--- src/rtl/spi_slave_resp_if.sv ---
// Bus and stream signals of the SPI mode-0 responder, grouped for port connection.
interface spi_slave_resp_if;
  logic       spi_SCLK;
  logic       spi_MOSI;
  logic       spi_SS_n;
  logic       spi_MISO;
  logic       spi_MISO_oe;
  logic [7:0] tx_data;
  logic       tx_valid;
  logic       tx_ready;
  logic [7:0] rx_data;
  logic       rx_valid;
  logic       rx_ready;
  logic       overrun;
  logic       ovr_clr;
  logic       busy;

  modport slave (
    input  spi_SCLK, spi_MOSI, spi_SS_n, tx_data, tx_valid, rx_ready, ovr_clr,
    output spi_MISO, spi_MISO_oe, tx_ready, rx_data, rx_valid, overrun, busy
  );

  modport master (
    output spi_SCLK, spi_MOSI, spi_SS_n, tx_data, tx_valid, rx_ready, ovr_clr,
    input  spi_MISO, spi_MISO_oe, tx_ready, rx_data, rx_valid, overrun, busy
  );
endinterface

--- src/rtl/spi_slave_resp.sv ---
// SPI mode-0 responder oversampled in the sys_clk domain, with a 1-entry TX holding register.
// Define SPI_SLAVE_RXFIFO_EN to replace the single RX holding register with an RX FIFO.
module spi_slave_resp #(
  parameter logic [7:0] DUMMY_BYTE = 8'hFF
`ifdef SPI_SLAVE_RXFIFO_EN
  , parameter int unsigned RX_FIFO_DEPTH = 4
`endif
) (
  input logic              sys_clk,
  input logic              sys_rst_n,
  spi_slave_resp_if.slave  bus
);

  typedef enum logic {StIdle, StShift} state_e;

  state_e     state_q, state_d;
  logic [1:0] sclk_sync_q, mosi_sync_q, ss_sync_q;
  logic       sclk_prev_q, ss_prev_q;
  logic [7:0] tx_sh_q, tx_sh_d, rx_sh_q, rx_sh_d, tx_hold_q;
  logic       tx_full_q, tx_full_d;
  logic [3:0] bitcnt_q, bitcnt_d;
  logic       load_pend_q, load_pend_d;
  logic       ovr_q;
  logic       push, load, tx_wr, pop, accept, drop;

  logic sclk_s, mosi_s, ss_s, sclk_rise, sclk_fall, ss_fall;
  assign sclk_s    = sclk_sync_q[1];
  assign mosi_s    = mosi_sync_q[1];
  assign ss_s      = ss_sync_q[1];
  assign sclk_rise = sclk_s & ~sclk_prev_q;
  assign sclk_fall = ~sclk_s & sclk_prev_q;
  // ss_prev resets low so a frame already running at reset release is not taken as a start.
  assign ss_fall   = ~ss_s & ss_prev_q;
  assign tx_wr     = bus.tx_valid & ~tx_full_q;

  always_comb begin
    state_d     = state_q;
    tx_sh_d     = tx_sh_q;
    rx_sh_d     = rx_sh_q;
    bitcnt_d    = bitcnt_q;
    load_pend_d = load_pend_q;
    push        = 1'b0;
    load        = 1'b0;
    unique case (state_q)
      StIdle: begin
        if (ss_fall) begin
          load        = 1'b1;
          bitcnt_d    = 4'd0;
          load_pend_d = 1'b0;
          state_d     = StShift;
        end
      end
      StShift: begin
        if (sclk_rise) begin
          rx_sh_d  = {rx_sh_q[6:0], mosi_s};
          bitcnt_d = bitcnt_q + 4'd1;
          if (bitcnt_q == 4'd7) begin
            push        = 1'b1;
            load_pend_d = 1'b1;
          end
        end else if (sclk_fall) begin
          if (load_pend_q) begin
            load        = 1'b1;
            load_pend_d = 1'b0;
            bitcnt_d    = 4'd0;
          end else begin
            tx_sh_d = {tx_sh_q[6:0], 1'b0};
          end
        end
        if (ss_s) state_d = StIdle;
      end
    endcase
    if (load) tx_sh_d = tx_full_q ? tx_hold_q : DUMMY_BYTE;
    tx_full_d = (tx_full_q & ~load) | tx_wr;
  end

  always_ff @(posedge sys_clk or negedge sys_rst_n) begin
    if (!sys_rst_n) begin
      state_q     <= StIdle;
      sclk_sync_q <= '0;
      mosi_sync_q <= '0;
      ss_sync_q   <= '0;
      sclk_prev_q <= 1'b0;
      ss_prev_q   <= 1'b0;
      tx_sh_q     <= '0;
      rx_sh_q     <= '0;
      tx_hold_q   <= '0;
      tx_full_q   <= 1'b0;
      bitcnt_q    <= '0;
      load_pend_q <= 1'b0;
      ovr_q       <= 1'b0;
    end else begin
      state_q     <= state_d;
      sclk_sync_q <= {sclk_sync_q[0], bus.spi_SCLK};
      mosi_sync_q <= {mosi_sync_q[0], bus.spi_MOSI};
      ss_sync_q   <= {ss_sync_q[0], bus.spi_SS_n};
      sclk_prev_q <= sclk_s;
      ss_prev_q   <= ss_s;
      tx_sh_q     <= tx_sh_d;
      rx_sh_q     <= rx_sh_d;
      if (tx_wr) tx_hold_q <= bus.tx_data;
      tx_full_q   <= tx_full_d;
      bitcnt_q    <= bitcnt_d;
      load_pend_q <= load_pend_d;
      ovr_q       <= (ovr_q & ~bus.ovr_clr) | drop;
    end
  end

`ifdef SPI_SLAVE_RXFIFO_EN
  localparam int unsigned Aw = $clog2(RX_FIFO_DEPTH);

  logic [7:0]  mem_q [RX_FIFO_DEPTH];
  logic [Aw:0] wptr_q, rptr_q;
  logic        empty, full;

  assign empty  = (wptr_q == rptr_q);
  assign full   = (wptr_q[Aw] != rptr_q[Aw]) && (wptr_q[Aw-1:0] == rptr_q[Aw-1:0]);
  assign pop    = ~empty & bus.rx_ready;
  assign accept = push & (~full | pop);
  assign drop   = push & full & ~pop;

  always_ff @(posedge sys_clk or negedge sys_rst_n) begin
    if (!sys_rst_n) begin
      for (int i = 0; i < int'(RX_FIFO_DEPTH); i++) mem_q[i] <= '0;
      wptr_q <= '0;
      rptr_q <= '0;
    end else begin
      if (accept) begin
        mem_q[wptr_q[Aw-1:0]] <= rx_sh_d;
        wptr_q                <= wptr_q + (Aw+1)'(1);
      end
      if (pop) rptr_q <= rptr_q + (Aw+1)'(1);
    end
  end

  assign bus.rx_data  = mem_q[rptr_q[Aw-1:0]];
  assign bus.rx_valid = ~empty;
`else
  logic [7:0] rx_q;
  logic       rx_full_q;

  assign pop    = rx_full_q & bus.rx_ready;
  assign accept = push & (~rx_full_q | pop);
  assign drop   = push & rx_full_q & ~pop;

  always_ff @(posedge sys_clk or negedge sys_rst_n) begin
    if (!sys_rst_n) begin
      rx_q      <= '0;
      rx_full_q <= 1'b0;
    end else begin
      if (accept) rx_q <= rx_sh_d;
      rx_full_q <= accept | (rx_full_q & ~pop);
    end
  end

  assign bus.rx_data  = rx_q;
  assign bus.rx_valid = rx_full_q;
`endif

  assign bus.spi_MISO    = (state_q == StShift) & tx_sh_q[7];
  assign bus.spi_MISO_oe = (state_q == StShift);
  assign bus.busy        = (state_q == StShift);
  assign bus.tx_ready    = ~tx_full_q;
  assign bus.overrun     = ovr_q;

endmodule

--- src/flat_wrapper.sv ---
// flat-port wrapper written by rule: the top's interface ports become plain ports
module spi_slave_resp_flat 
#(
  parameter logic [7:0] DUMMY_BYTE = 8'hFF

)
  (sys_clk, sys_rst_n, bus_spi_SCLK, bus_spi_MOSI, bus_spi_SS_n, bus_tx_data, bus_tx_valid, bus_rx_ready, bus_ovr_clr, bus_spi_MISO, bus_spi_MISO_oe, bus_tx_ready, bus_rx_data, bus_rx_valid, bus_overrun, bus_busy);
  spi_slave_resp_if bus_i ();
  input logic sys_clk;
  input logic sys_rst_n;
  input wire logic [$bits(bus_i.spi_SCLK)-1:0] bus_spi_SCLK;
  input wire logic [$bits(bus_i.spi_MOSI)-1:0] bus_spi_MOSI;
  input wire logic [$bits(bus_i.spi_SS_n)-1:0] bus_spi_SS_n;
  input wire logic [$bits(bus_i.tx_data)-1:0] bus_tx_data;
  input wire logic [$bits(bus_i.tx_valid)-1:0] bus_tx_valid;
  input wire logic [$bits(bus_i.rx_ready)-1:0] bus_rx_ready;
  input wire logic [$bits(bus_i.ovr_clr)-1:0] bus_ovr_clr;
  output wire logic [$bits(bus_i.spi_MISO)-1:0] bus_spi_MISO;
  output wire logic [$bits(bus_i.spi_MISO_oe)-1:0] bus_spi_MISO_oe;
  output wire logic [$bits(bus_i.tx_ready)-1:0] bus_tx_ready;
  output wire logic [$bits(bus_i.rx_data)-1:0] bus_rx_data;
  output wire logic [$bits(bus_i.rx_valid)-1:0] bus_rx_valid;
  output wire logic [$bits(bus_i.overrun)-1:0] bus_overrun;
  output wire logic [$bits(bus_i.busy)-1:0] bus_busy;
  assign bus_i.spi_SCLK = bus_spi_SCLK;
  assign bus_i.spi_MOSI = bus_spi_MOSI;
  assign bus_i.spi_SS_n = bus_spi_SS_n;
  assign bus_i.tx_data = bus_tx_data;
  assign bus_i.tx_valid = bus_tx_valid;
  assign bus_i.rx_ready = bus_rx_ready;
  assign bus_i.ovr_clr = bus_ovr_clr;
  assign bus_spi_MISO = bus_i.spi_MISO;
  assign bus_spi_MISO_oe = bus_i.spi_MISO_oe;
  assign bus_tx_ready = bus_i.tx_ready;
  assign bus_rx_data = bus_i.rx_data;
  assign bus_rx_valid = bus_i.rx_valid;
  assign bus_overrun = bus_i.overrun;
  assign bus_busy = bus_i.busy;
  spi_slave_resp #(.DUMMY_BYTE(DUMMY_BYTE)) u_core (.sys_clk(sys_clk), .sys_rst_n(sys_rst_n), .bus(bus_i));
endmodule
--- config.mk ---
export PLATFORM = sky130hd
export DESIGN_NAME = spi_slave_resp_flat
export DESIGN_NICKNAME = d
export VERILOG_FILES = /design/src/rtl/spi_slave_resp_if.sv /design/src/rtl/spi_slave_resp.sv /design/src/flat_wrapper.sv
export SDC_FILE = /design/constraint.sdc
export NUM_CORES = 1
export LEC_CHECK = 0
export BUFFER_PORTS_ARGS = -buffer_cell sky130_fd_sc_hd__buf_4
export CELL_PAD_IN_SITES_DETAIL_PLACEMENT = 1
export CELL_PAD_IN_SITES_GLOBAL_PLACEMENT = 1
export CORE_MARGIN = 3
export CORE_UTILIZATION = 48
export DETAILED_ROUTE_END_ITERATION = 8
export PLACE_DENSITY = 0.92
export SLEW_MARGIN = 25
export SYNTH_ARGS = -nofsm -noshare
export SYNTH_HDL_FRONTEND = slang
export SYNTH_SLANG_ARGS = --single-unit
export TNS_END_PERCENT = 10
--- constraint.sdc ---
create_clock -name sys_clk -period 4.1 [get_ports sys_clk]
set_input_delay 0.82 -clock sys_clk [delete_from_list [all_inputs] [get_ports sys_clk]]
set_output_delay 0.82 -clock sys_clk [all_outputs]
set_load 0.02 [all_outputs]
---- Word-level counts from Yosys, hierarchy flattened ----
Cells that the tools add are included.
storage, ports and cells
  bits in registers ....................... 49
  input port bits ......................... 16
  output and inout port bits .............. 14
  word-level logic and storage cells ...... 81
operators by class
  add/sub/neg operators ................... 1
  equal/unequal tests ..................... 7
  mux-type cells .......................... 28
  bitwise operators ....................... 25
  reduce and logical (&&, ||, !) cells .... 5
operator list
  kind                                                             count
  8-bit 2-to-1 mux                                                 8
  4-bit 2-to-1 mux                                                 4
  1-bit AND                                                        12
  1-bit 2-to-1 mux                                                 12
  3-bit != test, second input constant                             3
  1-bit NOT                                                        9
  4-bit one-hot mux with 2 select lines                            1
  1-bit one-hot mux with 2 select lines                            3
  3-bit AND reduction                                              2
  4-bit by 1-bit adder with 4-bit output, second input constant    1
  4-bit by 3-bit == test with 1-bit output, second input constant  1
  2-bit by 1-bit != test with 1-bit output, second input constant  2
  1-bit bitwise OR                                                 4
  4-bit AND reduction                                              1
  2-bit nonzero test                                               2
  2-bit != test, second input constant                             1

---- Depth between registers and ports, before layout ----
  depth after elaboration ................. 8
  depth in mapped cells ................... 7
  mapped depth without buffers ............ 6

---- Least setup slack after synthesis ----
Ideal clock, no wire load.
  path type ............................... input port to flip-flop
  start point ............................. input port bus_tx_valid
  end point ............................... register u_core.tx_hold_q[0]
  setup time .............................. 0.125 ns
  arrival ................................. 1.585 ns
  required time ........................... 3.975 ns
  path slack .............................. 2.390 ns
  stages on the path ...................... 3
  buffers on the path ..................... 1
  cell sequence ........................... nor2b_1 > clkbuf_1 > mux2_2
on the way
  cells in the longest elaborated chain, start to end .. 1
RTL lines
  what                  line                   text
  from (decl)           flat_wrapper.sv:15     input wire logic [$bits(bus_i.tx_valid)-1:0] bus_tx_valid;
  1-bit AND             spi_slave_resp.sv:34   assign tx_wr = bus.tx_valid & ~tx_full_q;
  to (signal assigned)  spi_slave_resp.sv:101  if (tx_wr) tx_hold_q <= bus.tx_data;
  to (decl)             spi_slave_resp.sv:19   logic [7:0] tx_sh_q, tx_sh_d, rx_sh_q, rx_sh_d, tx_hold_q;
Every way passes these cells.
A chain may end at the register's enable or synchronous reset.

---- Final worst setup path ----
  start point ............................. register u_core.bitcnt_q[0]
  end point ............................... register u_core.rx_q[1], in the netlist u_core.bus.rx_data[1]
on the way
  cells in the longest elaborated chain, start to end .. 5
RTL lines
  what                                      line                   text
  from (decl)                               spi_slave_resp.sv:21   logic [3:0] bitcnt_q, bitcnt_d;
  from (signal assigned)                    spi_slave_resp.sv:103  bitcnt_q <= bitcnt_d;
  4-bit by 3-bit == test with 1-bit output  spi_slave_resp.sv:57   if (bitcnt_q == 4'd7) begin
  1-bit 2-to-1 mux                          spi_slave_resp.sv:57
  1-bit 2-to-1 mux                          spi_slave_resp.sv:54   if (sclk_rise) begin
  1-bit 2-to-1 mux                          spi_slave_resp.sv:44   unique case (state_q)
  1-bit AND                                 spi_slave_resp.sv:143  assign accept = push & (~rx_full_q | pop);
  to (signal assigned)                      spi_slave_resp.sv:151  if (accept) rx_q <= rx_sh_d;
  to (decl)                                 spi_slave_resp.sv:139  logic [7:0] rx_q;
Every way passes these cells.

==> summary.md <==
| Metric | Value |
|---|---|
| DP Wirelength | `3130 um` |
| Clk pin slew, worst setup/hold paths | `0.09 ns` |
| Critical path endpoint category | `register` |
| CTS tree | `done` |
| Remaining DRCs | `0` |
| CP Launch Type | `register` |
| Flops & latches, synth | `49` |
| Worst path slowest cell | `nor2b_1` |
| Mapped Cells | `160` |
| Worst-Skew Late Latency | `0.30 ns` |
| Share of the synthesized area in the top cell type | `61.6%` |
| Initial antenna violation count | `0` |
| Ant. Diodes | `0` |
| Setup slack after layout | `1.98 ns` |
| Largest family of logic cells by synthesized area | `simple AND/OR/NAND/NOR gates` |
| Post-route cell area | `2350 um^2` |
| Status | `completed` |
| Crit-path max cell delay | `0.58 ns` |
| Row cnt | `22` |
| TritonCTS Sinks | `49` |
| Vias in the first global route | `1555` |
| Die area | `4950 um^2` |
| Num CTS Buffers | `5` |
| Synth area leader | `dfrtp_1` |
| Worst EP required | `4.29 ns` |
| Net count, final | `211` |
| Area fraction in and, or, nand and nor cells after synthesis | `16.0%` |
| Worst hold path type | `reg2reg` |
| Yosys warning total | `0` |
| Synth Area in XOR/XNOR | `0%` |
| Drt initial violations | `100` |
| Routability Congestion | `0.784` |
| Met1 Use GR | `21.8%` |
| Met2 Use GR | `34.3%` |
| Worst Max-Slew Pin Slew | `0.764 ns` |
| Initial core utilization | `52.0%` |
| Chip Width | `70.4 um` |
| M3 GR Usage | `4.75%` |
| Synth cell types | `34` |
| Largest net degree at the start of global routing | `50` |
| Grt total ovfl | `0` |
| Worst Skew | `0.00714 ns` |
| GR Util All Layers | `19.1%` |
| Core area | `3830 um^2` |
| Layout cells sized above 1 | `26.6%` |
| H-tree Lvls | `2` |
| PD cells | `505 nW/um^2` |
| Die Ht | `70.4 um` |
| Critical-path maximum fanout | `8` |
| RSZ-0062 raised after global routing | `false` |
| CP cell instances | `ha_1 > nand3b_1 > or2_1 > nor2b_1 > mux2_1` |
| Worst-case clock buffer depth | `2` |
| WL/cell | `17.5 um` |
| Final setup fails | `0` |
| Cts hold-fix bufs | `0` |
| Area after DPL | `2230 um^2` |
| Worst path arrival time | `2.31 ns` |
| CTS root buf | `clkbuf_8` |
| Sequential-to-total area share from yosys stat | `61.6%` |
| Syn Area/Cell | `12.4 um^2` |
| Antenna Violating Nets Remaining | `0` |
| IO Pins | `30` |
| IO Port Bufs | `29` |
| Vias | `1316` |
| Setup total negative slack | `0 ns` |
| Mux share of post-synthesis cell area | `10.6%` |
| Synthesized area | `1990 um^2` |
| Max Cap Violations | `0` |
| First-pass GRT wire length | `7430 um` |
| Highest clock rate | `0.472 GHz` |
| Critical path type | `reg2reg` |
| Layer with the highest usage | `met2` |
| Post-CTS sizing | `0` |
| Post-Place Worst Slack | `1.93 ns` |
| Pre-Repair DR Iteration Count | `3` |
| Fin crit share | `51.6%` |
| Vias/cell | `5.48` |
| Final core utilization | `61.4%` |
| Slew HR | `49.0%` |
| Top post-synthesis cells by area | `dfrtp_1, nand2_1, mux2_2, mux2_1, o221a_1` |
| Routed WL | `4190 um` |
| Minimum clock period | `2.12 ns` |
| Leak pwr | `1.15 nW` |
| Area delta synth->final | `18.1%` |
| Adder-Cell Fraction of Synth Area | `2.52%` |
| Compound-Gate Fraction of Synth Area | `6.48%` |
| Final Hold Vio Count | `0` |
| Final Max Slew Viols | `0` |
| Syn_nets | `180` |
| Peak supply drop | `0.277 mV` |
| Post-CTS setup buffer count | `0` |
## routing by layer
layer	vias up	share of wire, %
met4	0	2.0
met1	669	39
met3	11	4.4
met5	-	0
li1	607	-
met2	29	54
## layout make-up
cell class | instances | area [um^2]
inverter | 5 | 18.8
multi-input combinational | 101 | 709
clock buffer | 7 | 86.3
clock inverter | 1 | 30.0
timing repair buffer | 29 | 218
fill | 403 | 1480
tap | 48 | 60.1
sequential | 49 | 1230
## final timing paths
kind,slack (ns),from,depth (start not counted),end
worst max register to register,1.98,u_core.bitcnt_q[0]$_DFFE_PN0P_,5,u_core.bus.rx_data[1]$_DFFE_PN0P_
worst max-delay path,1.98,u_core.bitcnt_q[0]$_DFFE_PN0P_,5,u_core.bus.rx_data[1]$_DFFE_PN0P_
min in group asynchronous,0.52,sys_rst_n,1,u_core.tx_hold_q[0]$_DFFE_PN0P_
worst min register to register,0.36,u_core.ss_sync_q[0]$_DFF_PN0_,0,u_core.ss_sync_q[1]$_DFF_PN0_
worst min-delay path,0.36,u_core.ss_sync_q[0]$_DFF_PN0_,0,u_core.ss_sync_q[1]$_DFF_PN0_
max in group asynchronous,3.17,sys_rst_n,1,u_core.bitcnt_q[2]$_DFFE_PN0P_
## synthesized netlist by cell type
| cell | count |
|---|---|
| nor2_1 | 4 |
| and2_1 | 3 |
| buf_6 | 1 |
| o221a_1 | 6 |
| clkbuf_1 | 1 |
| or2_1 | 1 |
| dfrtp_1 | 49 |
| nand3_1 | 5 |
| mux2_2 | 9 |
| and2_4 | 1 |
| o21ai_0 | 3 |
| nand2_4 | 1 |
| ha_1 | 4 |
| nand2b_1 | 8 |
| nand2_2 | 2 |
| nor3_1 | 2 |
| and3_1 | 1 |
| mux2i_1 | 2 |
| o2bb2ai_1 | 1 |
| nand4b_1 | 1 |
| o22a_1 | 1 |
| buf_2 | 1 |
| o21ai_2 | 1 |
| nand2_1 | 29 |
| a21o_1 | 1 |
| buf_4 | 2 |
| or3_1 | 1 |
| inv_1 | 5 |
| nand3b_1 | 1 |
| mux2_1 | 8 |
| or3b_4 | 1 |
| a31oi_1 | 1 |
| o22ai_1 | 1 |
| nor2b_1 | 2 |
## stage by stage
stage | hold WS [ns] | power, mW | instances
global placement | 0.334 | 0.811 | 232
finish | 0.358 | 1.19 | 240
CTS | 0.360 | 1.20 | 240
detailed placement | 0.342 | 0.842 | 232
global route | 0.368 | 1.25 | 240
floorplan | 0.331 | 0.758 | 160
## report_power, final
| group | switching [mW] | internal [mW] |
|---|---|---|
| Clock | 0.159 | 0.199 |
| Combinational | 0.0864 | 0.100 |
| Sequential | 0.0619 | 0.579 |
## flip-flops by register name, indices dropped and copies added, names as in the netlist
register	cells
u_core.bus.busy	1
u_core.ss_sync_q	2
u_core.mosi_sync_q	2
u_core.bus.rx_valid	1
u_core.tx_hold_q	8
u_core.sclk_prev_q	1
u_core.bitcnt_q	4
u_core.rx_sh_q	8
u_core.ss_prev_q	1
u_core.tx_full_q	1
u_core.bus.rx_data	8
u_core.load_pend_q	1
u_core.bus.overrun	1
u_core.tx_sh_q	8
u_core.sclk_sync_q	2
## placed cells by master, fill, tap and decap left out
cell type,synthesis,routed
and3_1,1,1
inv_1,5,5
clkbuf_8,0,6
mux2_2,9,9
or2_1,1,1
nand2b_1,8,8
o22ai_1,1,1
o21ai_2,1,1
nand2_1,29,29
nand2_2,2,2
or3b_4,1,1
o22a_1,1,1
and2_4,1,1
o2bb2ai_1,1,1
o21ai_0,3,3
nand4b_1,1,1
o221a_1,6,6
dfrtp_1,49,49
mux2i_1,2,2
mux2_1,8,8
ha_1,4,4
nand2_4,1,1
or3_1,1,1
nor2_1,4,4
and2_1,3,3
nor3_1,2,2
bufinv_16,0,1
a31oi_1,1,1
a21o_1,1,1
clkbuf_1,1,1
buf_4,2,29
nor2b_1,2,2
nand3_1,5,5
nand3b_1,1,1
## critical path, delay by kind of cell (launching register included)
kind / cells / cell delay [ns]
mux: 1 / 0.39
flops: 1 / 0.40
fa+ha+maj: 1 / 0.23
simple gates: 3 / 0.99
## cell families after synthesis
kind of cell,Yosys count
adder cells (fa/ha/maj),4
AO/OA/AOI/OAI,15
buffers and inverters,10
multiplexers,19
AND/OR/NAND/NOR,63
flip-flops,49
(Power assumes the default switching activity.)
